`src/rtl/tama_pkg.sv`:
```
// rtl/tama_pkg.sv - shared menu states, button and care-action indices for the pet blocks
package tama_pkg;

    typedef enum logic [1:0] {
        ST_IDLE     = 2'd0,
        ST_BROWSE   = 2'd1,
        ST_FIRE     = 2'd2,
        ST_COOLDOWN = 2'd3
    } menu_state_e;

    localparam int NUM_BTNS    = 3;
    localparam int BTN_SELECT  = 0;
    localparam int BTN_CONFIRM = 1;
    localparam int BTN_CANCEL  = 2;

    localparam int ACT_FEED      = 0;  // hunger
    localparam int ACT_PLAY      = 1;  // happiness
    localparam int ACT_MEDICINE  = 2;  // health
    localparam int ACT_CLEAN     = 3;  // hygiene
    localparam int ACT_SLEEP     = 4;  // energy
    localparam int ACT_SOCIALIZE = 5;  // social
    localparam int NUM_ACTIONS   = 6;

    // Advance the cursor, wrapping after the last care action.
    function automatic logic [2:0] cursor_next(input logic [2:0] cur);
        return (cur == 3'(NUM_ACTIONS - 1)) ? 3'd0 : cur + 3'd1;
    endfunction

    // One-hot pulse pattern for an action index; out-of-range indices give no pulse.
    function automatic logic [7:0] action_onehot(input logic [2:0] idx);
        logic [7:0] r;
        r = 8'd0;
        if (int'(idx) < NUM_ACTIONS) begin
            r[idx] = 1'b1;
        end
        return r;
    endfunction

endpackage

```
`src/rtl/btn_debounce.sv`:
```
// rtl/btn_debounce.sv - 2-flop synchronizer, stability counter and press-event register for one button
module btn_debounce #(
    parameter int DEBOUNCE_CYCLES = 16
) (
    input  logic clk_i,
    input  logic rst_i,
    input  logic btn_i,
    output logic press_o
);

    localparam logic [7:0] CNT_LAST = 8'(DEBOUNCE_CYCLES - 1);

    logic       sync1_q;
    logic       sync2_q;
    logic       level_q;
    logic       level_d;
    logic [7:0] cnt_q;
    logic [7:0] cnt_d;
    logic       press_q;
    logic       press_d;

    // Count consecutive samples that disagree with the debounced level; the level flips
    // on the DEBOUNCE_CYCLES-th disagreeing sample, and a rising flip is a press.
    always_comb begin
        level_d = level_q;
        cnt_d   = 8'd0;
        if (sync2_q != level_q) begin
            if (cnt_q == CNT_LAST) begin
                level_d = ~level_q;
            end else begin
                cnt_d = cnt_q + 8'd1;
            end
        end
        press_d = level_d & ~level_q;
    end

    // Synchronizer, debounce state and registered press event.
    always_ff @(posedge clk_i or posedge rst_i) begin
        if (rst_i) begin
            sync1_q <= 1'b0;
            sync2_q <= 1'b0;
            level_q <= 1'b0;
            cnt_q   <= 8'd0;
            press_q <= 1'b0;
        end else begin
            sync1_q <= btn_i;
            sync2_q <= sync1_q;
            level_q <= level_d;
            cnt_q   <= cnt_d;
            press_q <= press_d;
        end
    end

    assign press_o = press_q;

endmodule

```
`src/rtl/action_menu.sv`:
```
// rtl/action_menu.sv - button-driven care-action menu; optional cooldown via ACTION_COOLDOWN_EN
module action_menu
    import tama_pkg::*;
#(
    parameter int DEBOUNCE_CYCLES = 16,
    parameter int COOLDOWN_CYCLES = 64
) (
    input  logic       clk,
    input  logic       reset,
    input  logic [2:0] btn_raw,
    output logic [7:0] actions,
    output logic [2:0] cursor,
    output logic       menu_active,
    output logic       busy
);

    if (DEBOUNCE_CYCLES < 2 || DEBOUNCE_CYCLES > 255) begin : g_bad_debounce
        $error("action_menu: DEBOUNCE_CYCLES out of range 2..255");
    end
    if (COOLDOWN_CYCLES < 1 || COOLDOWN_CYCLES > 1023) begin : g_bad_cooldown
        $error("action_menu: COOLDOWN_CYCLES out of range 1..1023");
    end

    logic [NUM_BTNS-1:0] press;

    for (genvar b = 0; b < NUM_BTNS; b++) begin : g_btn
        btn_debounce #(
            .DEBOUNCE_CYCLES(DEBOUNCE_CYCLES)
        ) u_debounce (
            .clk_i  (clk),
            .rst_i  (reset),
            .btn_i  (btn_raw[b]),
            .press_o(press[b])
        );
    end

    // Cancel beats confirm beats select; losers in the same cycle are dropped.
    logic cancel_ev;
    logic confirm_ev;
    logic select_ev;
    assign cancel_ev  = press[BTN_CANCEL];
    assign confirm_ev = press[BTN_CONFIRM] & ~press[BTN_CANCEL];
    assign select_ev  = press[BTN_SELECT] & ~press[BTN_CONFIRM] & ~press[BTN_CANCEL];

    menu_state_e state_q;
    menu_state_e state_d;
    logic [2:0]  cursor_q;
    logic [2:0]  cursor_d;
    logic [7:0]  actions_q;
    logic [7:0]  actions_d;
    logic        menu_active_q;

`ifdef ACTION_COOLDOWN_EN
    localparam logic [9:0] COOL_LOAD = 10'(COOLDOWN_CYCLES - 1);
    logic [9:0] cool_q;
    logic [9:0] cool_d;
    logic       busy_q;
`endif

    // Menu next-state: the action pulse is computed on the BROWSE->FIRE edge so it is
    // registered and coincides with the FIRE cycle.
    always_comb begin
        state_d   = state_q;
        cursor_d  = cursor_q;
        actions_d = 8'd0;
`ifdef ACTION_COOLDOWN_EN
        cool_d    = cool_q;
`endif
        case (state_q)
            ST_IDLE: begin
                cursor_d = 3'd0;
                if (select_ev) begin
                    state_d = ST_BROWSE;
                end
            end
            ST_BROWSE: begin
                if (cancel_ev) begin
                    state_d  = ST_IDLE;
                    cursor_d = 3'd0;
                end else if (confirm_ev) begin
                    state_d   = ST_FIRE;
                    actions_d = action_onehot(cursor_q);
                end else if (select_ev) begin
                    cursor_d = cursor_next(cursor_q);
                end
            end
            ST_FIRE: begin
`ifdef ACTION_COOLDOWN_EN
                state_d = ST_COOLDOWN;
                cool_d  = COOL_LOAD;
`else
                state_d = ST_BROWSE;
`endif
            end
            ST_COOLDOWN: begin
`ifdef ACTION_COOLDOWN_EN
                // Presses here are simply not looked at, so nothing is queued.
                if (cool_q == 10'd0) begin
                    state_d = ST_BROWSE;
                end else begin
                    cool_d = cool_q - 10'd1;
                end
`else
                state_d = ST_IDLE;
`endif
            end
            default: begin
                state_d  = ST_IDLE;
                cursor_d = 3'd0;
            end
        endcase
    end

    // State, cursor and registered status outputs.
    always_ff @(posedge clk or posedge reset) begin
        if (reset) begin
            state_q       <= ST_IDLE;
            cursor_q      <= 3'd0;
            actions_q     <= 8'd0;
            menu_active_q <= 1'b0;
        end else begin
            state_q       <= state_d;
            cursor_q      <= cursor_d;
            actions_q     <= actions_d;
            menu_active_q <= (state_d != ST_IDLE);
        end
    end

`ifdef ACTION_COOLDOWN_EN
    // Cooldown counter and busy flag.
    always_ff @(posedge clk or posedge reset) begin
        if (reset) begin
            cool_q <= 10'd0;
            busy_q <= 1'b0;
        end else begin
            cool_q <= cool_d;
            busy_q <= (state_d == ST_COOLDOWN);
        end
    end

    assign busy = busy_q;
`else
    assign busy = 1'b0;
`endif

    assign actions     = actions_q;
    assign cursor      = cursor_q;
    assign menu_active = menu_active_q;

endmodule
```
`config.mk`:
```
export PLATFORM = sky130hd
export DESIGN_NAME = action_menu
export DESIGN_NICKNAME = d
export VERILOG_FILES = /design/src/rtl/tama_pkg.sv /design/src/rtl/btn_debounce.sv /design/src/rtl/action_menu.sv
export SDC_FILE = /design/constraint.sdc
export NUM_CORES = 1
export LEC_CHECK = 0
export CAP_MARGIN = 15
export CORE_ASPECT_RATIO = 1.2
export CORE_MARGIN = 5
export CORE_UTILIZATION = 37
export CTS_BUF_LIST = sky130_fd_sc_hd__clkbuf_8
export DETAILED_ROUTE_END_ITERATION = 6
export PLACE_DENSITY = 0.66
export SLEW_MARGIN = 20
export SYNTH_ARGS = -nofsm -noshare
export SYNTH_HDL_FRONTEND = slang
export SYNTH_SLANG_ARGS = --single-unit
export TNS_END_PERCENT = 30
```
`constraint.sdc`:
```
create_clock -name clk -period 4.9 [get_ports clk]
set_clock_uncertainty 0.15 [all_clocks]
set_input_delay 0.49 -clock clk [delete_from_list [all_inputs] [get_ports clk]]
set_output_delay 0.49 -clock clk [all_outputs]
set_load 0.03 [all_outputs]
```
==> results.rst, run 1 <==
.. list-table::
   :header-rows: 1

   * - Metric
     - Value
   * - Status
     - finished clean
   * - Hold Fails Final Rpt
     - 0
   * - Normalized max-slew margin
     - 44.8%
   * - Maximum fanout along the worst path
     - 5
   * - Sequential fraction of the synthesis area
     - between 60% and 70%
   * - Fraction of power consumed by the clock network
     - 37.2%
   * - Fraction of power consumed by sequential logic
     - between 50% and 60%
   * - EDFF count, synth
     - 0
   * - Register bit total from synthesis
     - 50
   * - Residual DRC
     - 0
   * - Post-detailed-placement half-perimeter wirelength
     - around 2300 µm
   * - Max-cap violation count
     - 0
   * - DRT Wirelength
     - 3280 µm
   * - Data arrival time of the critical path
     - 1400 ps
   * - Top-Level Pins
     - 18
   * - Cell breakdown of the critical path
     - clkdlybuf4s50_1
   * - Vias per cell
     - about 5.2
   * - Depth of the CTS H-tree
     - 2
   * - Number of global-route vias before repair
     - approximately 1400
   * - Routed wirelength normalized by instance count
     - 12.3 µm
   * - Fraction of power consumed by combinational cells
     - 4.5%
   * - Max Transition Viols Final
     - 0
   * - Critical path start-end classification
     - reg -> out
   * - Number of buffers and inverters on the critical path
     - 1
   * - Hold bufs inserted after CTS
     - 0
   * - Final setup violation count
     - 0
   * - Initial Util
     - 37.4%
   * - Type of the worst min-delay path
     - reg -> reg
   * - Switching portion of total power
     - 21.1%
   * - Clock-pin transition on the worst setup and hold timing paths
     - 90 ps
   * - Highest attainable clock frequency
     - 489 MHz
   * - Final RePlAce weighted congestion
     - 0.733
   * - Internal Dissipation
     - 584 µW
   * - CTS Root Cell
     - sky130_fd_sc_hd__clkbuf_8
   * - Dominant cells by area after synthesis
     - sky130_fd_sc_hd__dfrtp_1 (60%), sky130_fd_sc_hd__or3_1 (3.3%), sky130_fd_sc_hd__a21oi_1 (3.1%), sky130_fd_sc_hd__o21ai_0 (2.6%), sky130_fd_sc_hd__xnor2_1 (2.5%)
   * - Overall die width
     - 78.4 µm
   * - Synth top cells by count
     - sky130_fd_sc_hd__dfrtp_1 (50), sky130_fd_sc_hd__a21oi_1 (13), sky130_fd_sc_hd__nor2_1 (12)
   * - Transition time at the pin with the least slew margin
     - 827 ps
   * - Critical Path Slowest Stage Cell
     - sky130_fd_sc_hd__clkdlybuf4s50_1
   * - First-pass GRT wire length
     - 5910 µm
   * - Fraction of the cycle the final worst path needs
     - 41.7%
   * - Remaining global-route overflow
     - 0
   * - Post-synthesis cell type count
     - 36
   * - Post-CTS setup repair buffer count
     - 0
   * - Number of resized instances in the post-cts repair step
     - 0
   * - Required time at the endpoint of the critical path
     - 4260 ps
   * - Number of antenna violations at the first check in global routing
     - 0
   * - Total Routing Usage GR
     - between 10% and 20%
   * - Antenna Cells
     - 0
   * - Average cell area after synthesis
     - 11.7 µm²
   * - Number of I/O port buffers
     - 16
   * - Drt first-iter violations
     - 41
   * - Post-route antenna net violation count
     - 0
   * - Accumulated negative setup slack
     - 0 ps
   * - Clock latency on the worst-skew pair
     - 300 ps
   * - Critical Path Start Type
     - flop
   * - NetSw
     - 157 µW
   * - Setup repair after global routing missed its margin
     - no
   * - Layout Nets
     - 210
   * - # rows
     - 30
   * - Cts bufs inserted
     - 5
   * - Vias after detailed routing
     - between 1000 and 1500
   * - Clock period minus final worst setup slack
     - roughly 2000 ps
   * - Asr flop ratio synth
     - 100%
   * - Clock buffer depth
     - 2
   * - Crit path max-delay family
     - buffers and inverters
   * - Dominant cell by count in the synthesized netlist
     - sky130_fd_sc_hd__dfrtp_1
   * - Cell type with the highest aggregate area in the netlist
     - sky130_fd_sc_hd__dfrtp_1
   * - Placed insts
     - about 260
   * - Power density cells
     - 305 nW/µm²
   * - Area of the die
     - 7230 µm²
   * - Post-synthesis cell area
     - 2080 µm²
   * - Synth Instances
     - 178
   * - Maximum number of pins on one net before global-route repair
     - a little over 50
   * - Critical Path Sink Type
     - primary output
   * - Clock sink total
     - 50
   * - Area growth, synth to finish
     - 16.7%
   * - Peak supply drop
     - 0.117 mV
   * - Pleak
     - 1.01 nW
   * - Ratio of cells with drive above 1 in the final layout
     - 8.87%
   * - Leading register cell type out of synthesis
     - sky130_fd_sc_hd__dfrtp_1
   * - Synthesis Warnings
     - 0
   * - Proportion of netlist area held by the largest area contributor
     - around three fifths
   * - Height of the die
     - 92.1 µm
   * - Post-route non-filler standard cell count
     - 267
   * - TritonCTS clock tree
     - done
   * - Critical Path Max Stage Delay
     - 690 ps
   * - Standard cell core area
     - 5560 µm²
   * - Initial DRT Pass Iterations
     - 4
-- power by group through the flow --
stage	registers [mW]	logic, mW	clock network, mW
after global placement	0.439	0.0337	0
after detailed placement	0.440	0.0337	0
after floorplan	0.440	0.0229	0
after CTS	0.432	0.0341	0.288
final	0.432	0.0331	0.276
after global routing	0.434	0.0384	0.305
-- cells in the final DEF (no fill, tap or decap), drive strengths merged --
cell / synthesis / layout
o22ai: 2 / 2
a22o: 3 / 3
nand2b: 3 / 3
and3: 1 / 1
ha: 3 / 3
clkinv: 0 / 1
xnor2: 6 / 6
o21bai: 1 / 1
a31oi: 3 / 3
nor2b: 4 / 4
or3: 12 / 12
and2: 1 / 1
mux2i: 2 / 2
nand2: 10 / 10
dfrtp: 50 / 50
a41o: 2 / 2
nand4: 3 / 3
nor2: 12 / 12
nand3: 10 / 10
nand3b: 1 / 1
inv: 7 / 8
clkdlybuf4s50: 0 / 16
a221oi: 1 / 1
a311oi: 3 / 3
bufinv: 0 / 1
conb: 1 / 3
o21ai: 11 / 11
nor4: 3 / 3
mux2: 3 / 3
clkbuf: 0 / 5
a211oi: 1 / 1
nor3b: 4 / 4
nand4b: 1 / 1
a21oi: 13 / 13
-- cells by family (layout without fill, tap and decap cells) --
kind of cell	after synthesis	count (layout)	share of synthesized area (%)
compound gates	40	40	12.2
xor+xnor	6	6	2.53
fa+ha+maj	3	3	1.81
buf+inv	8	31	1.62
flops	50	50	60.2
mux	5	5	2.77
other cells	1	3	0.180
simple gates	65	65	18.7
-- area by class of cell --
cell class / instances / area (µm²)
fillers: 526 / 3130
clock inverters: 3 / 37.5
repair buffers: 16 / 160
well taps: 64 / 80.1
inverters: 7 / 27.5
clock buffers: 5 / 68.8
multi-input cells: 122 / 802
flip-flops and latches: 50 / 1250
-- sequential cells by signal, summed over array words and instances (netlist names) --
signal,flops
g_btn.u_debounce.level_q,3
g_btn.u_debounce.cnt_q,24
state_q,2
g_btn.u_debounce.sync2_q,3
g_btn.u_debounce.press_o,3
actions,8
g_btn.u_debounce.sync1_q,3
cursor,3
menu_active,1
-- per-stage QoR --
step                      instance area, µm²  setup WS (ps)  hold slack [ps]  utilization, %  power [mW]
final                                   2430           2860              209            43.7       0.741
after CTS                               2430           2840              213            43.7       0.754
after global routing                    2430           2810              227            43.7       0.777
after floorplan                         2090           3060              181               -       0.462
after global placement                  2320           2980              181            41.8       0.473
after detailed placement                2320           2980              191            41.8       0.474
-- per-layer routing --
layer | routed length (µm) | global-route usage, % | vias to the layer above
met5 | 0 | 0 | -
met1 | 1450 | 11.4 | 679
li1 | - | - | 691
met2 | 1660 | 17.8 | 25
met3 | 88 | 2.36 | 5
met4 | 78 | 5.25 | 0
-- worst paths after layout --
check                                                         endpoint  cells after the start                                    from  slack [ps]
worst max-delay path                                         cursor[0]                      1                   cursor[0]$_DFFE_PP0P_        2860
worst min-delay path             g_btn[0].u_debounce.sync2_q$_DFF_PP0_                      0   g_btn[0].u_debounce.sync1_q$_DFF_PP0_         210
worst max register to register   g_btn[0].u_debounce.level_q$_DFF_PP0_                      4  g_btn[0].u_debounce.cnt_q[0]$_DFF_PP0_        3250
worst min register to register   g_btn[0].u_debounce.sync2_q$_DFF_PP0_                      0   g_btn[0].u_debounce.sync1_q$_DFF_PP0_         210
max in group asynchronous       g_btn[0].u_debounce.cnt_q[4]$_DFF_PP0_                      2                                   reset        3600
min in group asynchronous       g_btn[1].u_debounce.cnt_q[4]$_DFF_PP0_                      2                                   reset         500
Power figures use the tool's default switching activity.
==> run 2, diff against run 1 <==
--- a/config.mk
+++ b/config.mk
@@ -11,7 +11,7 @@
 export CORE_UTILIZATION = 37
 export CTS_BUF_LIST = sky130_fd_sc_hd__clkbuf_8
 export DETAILED_ROUTE_END_ITERATION = 6
-export PLACE_DENSITY = 0.66
+export PLACE_DENSITY = 0.68
 export SLEW_MARGIN = 20
 export SYNTH_ARGS = -nofsm -noshare
 export SYNTH_HDL_FRONTEND = slang
==> constraint.sdc (replaced) <==
create_clock -name clk -period 1.8 [get_ports clk]
set_clock_uncertainty 0.15 [all_clocks]
set_input_delay 0.18 -clock clk [delete_from_list [all_inputs] [get_ports clk]]
set_output_delay 0.18 -clock clk [all_outputs]
set_load 0.03 [all_outputs]
==> run 2 against run 1 <==
  * The run now ends with negative hold slack left
  * Sequential share of layout area fell by 1.2 points
  * Utilization rose by 1.0 points
  * Global-route usage increased by 0.37 points
  * Clock power grew 130%
  * Critical path depth is the same
  * Sequential power grew to 2.7 times the previous value
  * Highest routed layer unchanged
==> results.rst, run 2 (same netlist as run 1, synthesis figures left out) <==
.. list-table::
   :header-rows: 1

   * - Metric
     - Value
   * - Critical Path Sink Type
     - primary output
   * - Post-detailed-placement half-perimeter wirelength
     - between 2000 and 3000 µm
   * - Critical Path Max Stage Delay
     - slightly below 700 ps
   * - Number of I/O port buffers
     - 16
   * - Clock sink total
     - 50
   * - Vias after detailed routing
     - 1413
   * - Largest register FFs
     - 24
   * - Antenna Cells
     - 0
   * - Crit path max-delay family
     - buffers and inverters
   * - Number of buffers and inverters on the critical path
     - 1
   * - Final RePlAce weighted congestion
     - around 0.7
   * - TritonCTS clock tree
     - done
   * - DRT Wirelength
     - 3410 µm
   * - Final core utilization
     - 44.7%
   * - Critical path start-end classification
     - reg -> out
   * - Setup repair after global routing missed its margin
     - no
   * - Cts bufs inserted
     - 5
   * - Critical Path Slowest Stage Cell
     - sky130_fd_sc_hd__clkdlybuf4s50_1
   * - Final setup violation count
     - 0
   * - Critical Path Start Type
     - flop
   * - Clock period minus final worst setup slack
     - 1690 ps
   * - Overall die width
     - 78.4 µm
   * - Final non-filler cell area
     - 2480 µm²
   * - Standard cell core area
     - between 5000 and 6000 µm²
   * - Highest attainable clock frequency
     - 592 MHz
   * - Vias per cell
     - between 5 and 6
   * - Type of the worst min-delay path
     - in -> async
   * - Worst hold slack across all endpoints
     - -4.49 ps
   * - Number of antenna violations at the first check in global routing
     - 0
   * - Clock buffer depth
     - 2
   * - Cell breakdown of the critical path
     - clkdlybuf4s50_1
   * - Clock-pin transition on the worst setup and hold timing paths
     - 90 ps
   * - Maximum fanout along the worst path
     - 3
   * - Top-Level Pins
     - 18
   * - Residual DRC
     - 0
   * - Hold bufs inserted after CTS
     - 0
   * - Most flops, register
     - g_btn.u_debounce.cnt_q
   * - Remaining global-route overflow
     - 0
   * - Post-route antenna net violation count
     - 0
   * - Area growth, synth to finish
     - 19.5%
   * - Max Transition Viols Final
     - 0
   * - # rows
     - 30
   * - Total Routing Usage GR
     - between 10% and 20%
   * - Number of filler instances in the final layout
     - between 500 and 600
   * - Pleak
     - 1.05 nW
   * - Fraction of the cycle the final worst path needs
     - 93.9%
   * - Area of the die
     - 7230 µm²
   * - Depth of the CTS H-tree
     - 2
   * - Initial DRT Pass Iterations
     - 5
   * - Peak supply drop
     - 0.521 mV
   * - Number of global-route vias before repair
     - 1426
   * - Routed wirelength normalized by instance count
     - around 12 µm
   * - Clock latency on the worst-skew pair
     - 300 ps
   * - Placed inst area
     - 2390 µm²
   * - Global routing met1 resource utilization
     - 11.8%
   * - Most heavily used metal layer in global routing
     - met2
   * - Violations in the final reports
     - negative hold slack
   * - Ratio of cells with drive above 1 in the final layout
     - a little over an eighth
   * - Status
     - finished, violations left
   * - Accumulated negative setup slack
     - 0 ps
   * - Drt first-iter violations
     - 54
   * - Maximum number of pins on one net before global-route repair
     - 23
   * - First-pass GRT wire length
     - 6080 µm
   * - Met2 routing resource usage after global routing
     - 18.4%
   * - Hold Fails Final Rpt
     - 7
   * - Power density cells
     - 776 nW/µm²
   * - CTS Root Cell
     - sky130_fd_sc_hd__clkbuf_8
   * - Height of the die
     - 92.1 µm
   * - Initial Util
     - 37.4%
   * - Required time at the endpoint of the critical path
     - about 1500 ps
   * - Commonest non-fill, non-tap cells in the layout
     - sky130_fd_sc_hd__dfrtp_1 (50), sky130_fd_sc_hd__clkdlybuf4s50_1 (15), sky130_fd_sc_hd__a21oi_1 (13)
   * - Layout Nets
     - approximately 220
   * - Max-cap violation count
     - 0
   * - Met3 Usage GRT
     - 2.65%
   * - Data arrival time of the critical path
     - ~1400 ps
   * - Leading cell type in the layout, fill and taps excluded
     - sky130_fd_sc_hd__dfrtp_1
## run 2: through the flow
| stage | power (mW) | hold slack [ps] | instances | setup slack [ps] |
|---|---|---|---|---|
| 4_1_cts | 1.97 | 1.33 | 275 | 20.7 |
| 6_report | 1.93 | -4.49 | 275 | 111 |
| 3_5_place_dp | 1.31 | 187 | 267 | 170 |
| 5_1_grt | 2.02 | 22.0 | 275 | 48.2 |
| 2_1_floorplan | 1.26 | 61.4 | 180 | 250 |
| 3_3_place_gp | 1.30 | 183 | 267 | 222 |
## run 2: timing repair
action                                  CTS  global route
endpoints found under the setup margin    0             1
resized for setup                         0             1
setup buffers                             0             0
## run 2: routing by layer
| layer | up-vias | share of wire [%] | wire length, µm |
|---|---|---|---|
| met4 | 0 | 1.7 | 59 |
| met5 | - | 0 | 0 |
| met3 | 4 | 2.7 | 93 |
| met2 | 18 | 52 | 1770 |
| li1 | 702 | - | - |
| met1 | 689 | 44 | 1490 |
## run 2: area by class of cell
type                    count  area, µm²  share of cell area, %
clock buffers               5       68.8                   2.77
clock inverters             3       21.3                  0.856
multi-input cells         122        802                   32.3
flip-flops and latches     50       1250                   50.4
inverters                   7       26.3                   1.06
repair buffers             24        235                   9.47
well taps                  64       80.1                   3.22
## run 2: path summary, 6_finish.rpt
kind                                                        start                               endpoint  slack [ps]  cells after the start
max reg2reg                g_btn[0].u_debounce.cnt_q[0]$_DFF_PP0_  g_btn[0].u_debounce.level_q$_DFF_PP0_         170                      4
min reg2reg                 g_btn[1].u_debounce.sync1_q$_DFF_PP0_  g_btn[1].u_debounce.sync2_q$_DFF_PP0_         200                      0
max in group asynchronous                                   reset                   actions[1]$_DFF_PP0_        1060                      3
max                                         cursor[2]$_DFFE_PP0P_                              cursor[2]         110                      1
min                                                         reset                   actions[6]$_DFF_PP0_          -4                      2
min in group clk                                       btn_raw[2]  g_btn[2].u_debounce.sync1_q$_DFF_PP0_         160                      1
## run 2: worst register-to-register path: stages (launching register included)
cell                      delay [ps]
sky130_fd_sc_hd__dfrtp_1         460
sky130_fd_sc_hd__ha_1            280
sky130_fd_sc_hd__and3_2          250
sky130_fd_sc_hd__nand2_1         100
sky130_fd_sc_hd__mux2_4          300
## run 2: where the power goes
| part | internal [mW] | switching (mW) | leakage, nW | total, mW |
|---|---|---|---|---|
| Combinational | 0.0491 | 0.0567 | 0.338 | 0.106 |
| Sequential | 1.15 | 0.0273 | 0.673 | 1.17 |
| Clock | 0.273 | 0.374 | 0.0441 | 0.648 |
| Total | 1.47 | 0.458 | 1.05 | 1.93 |
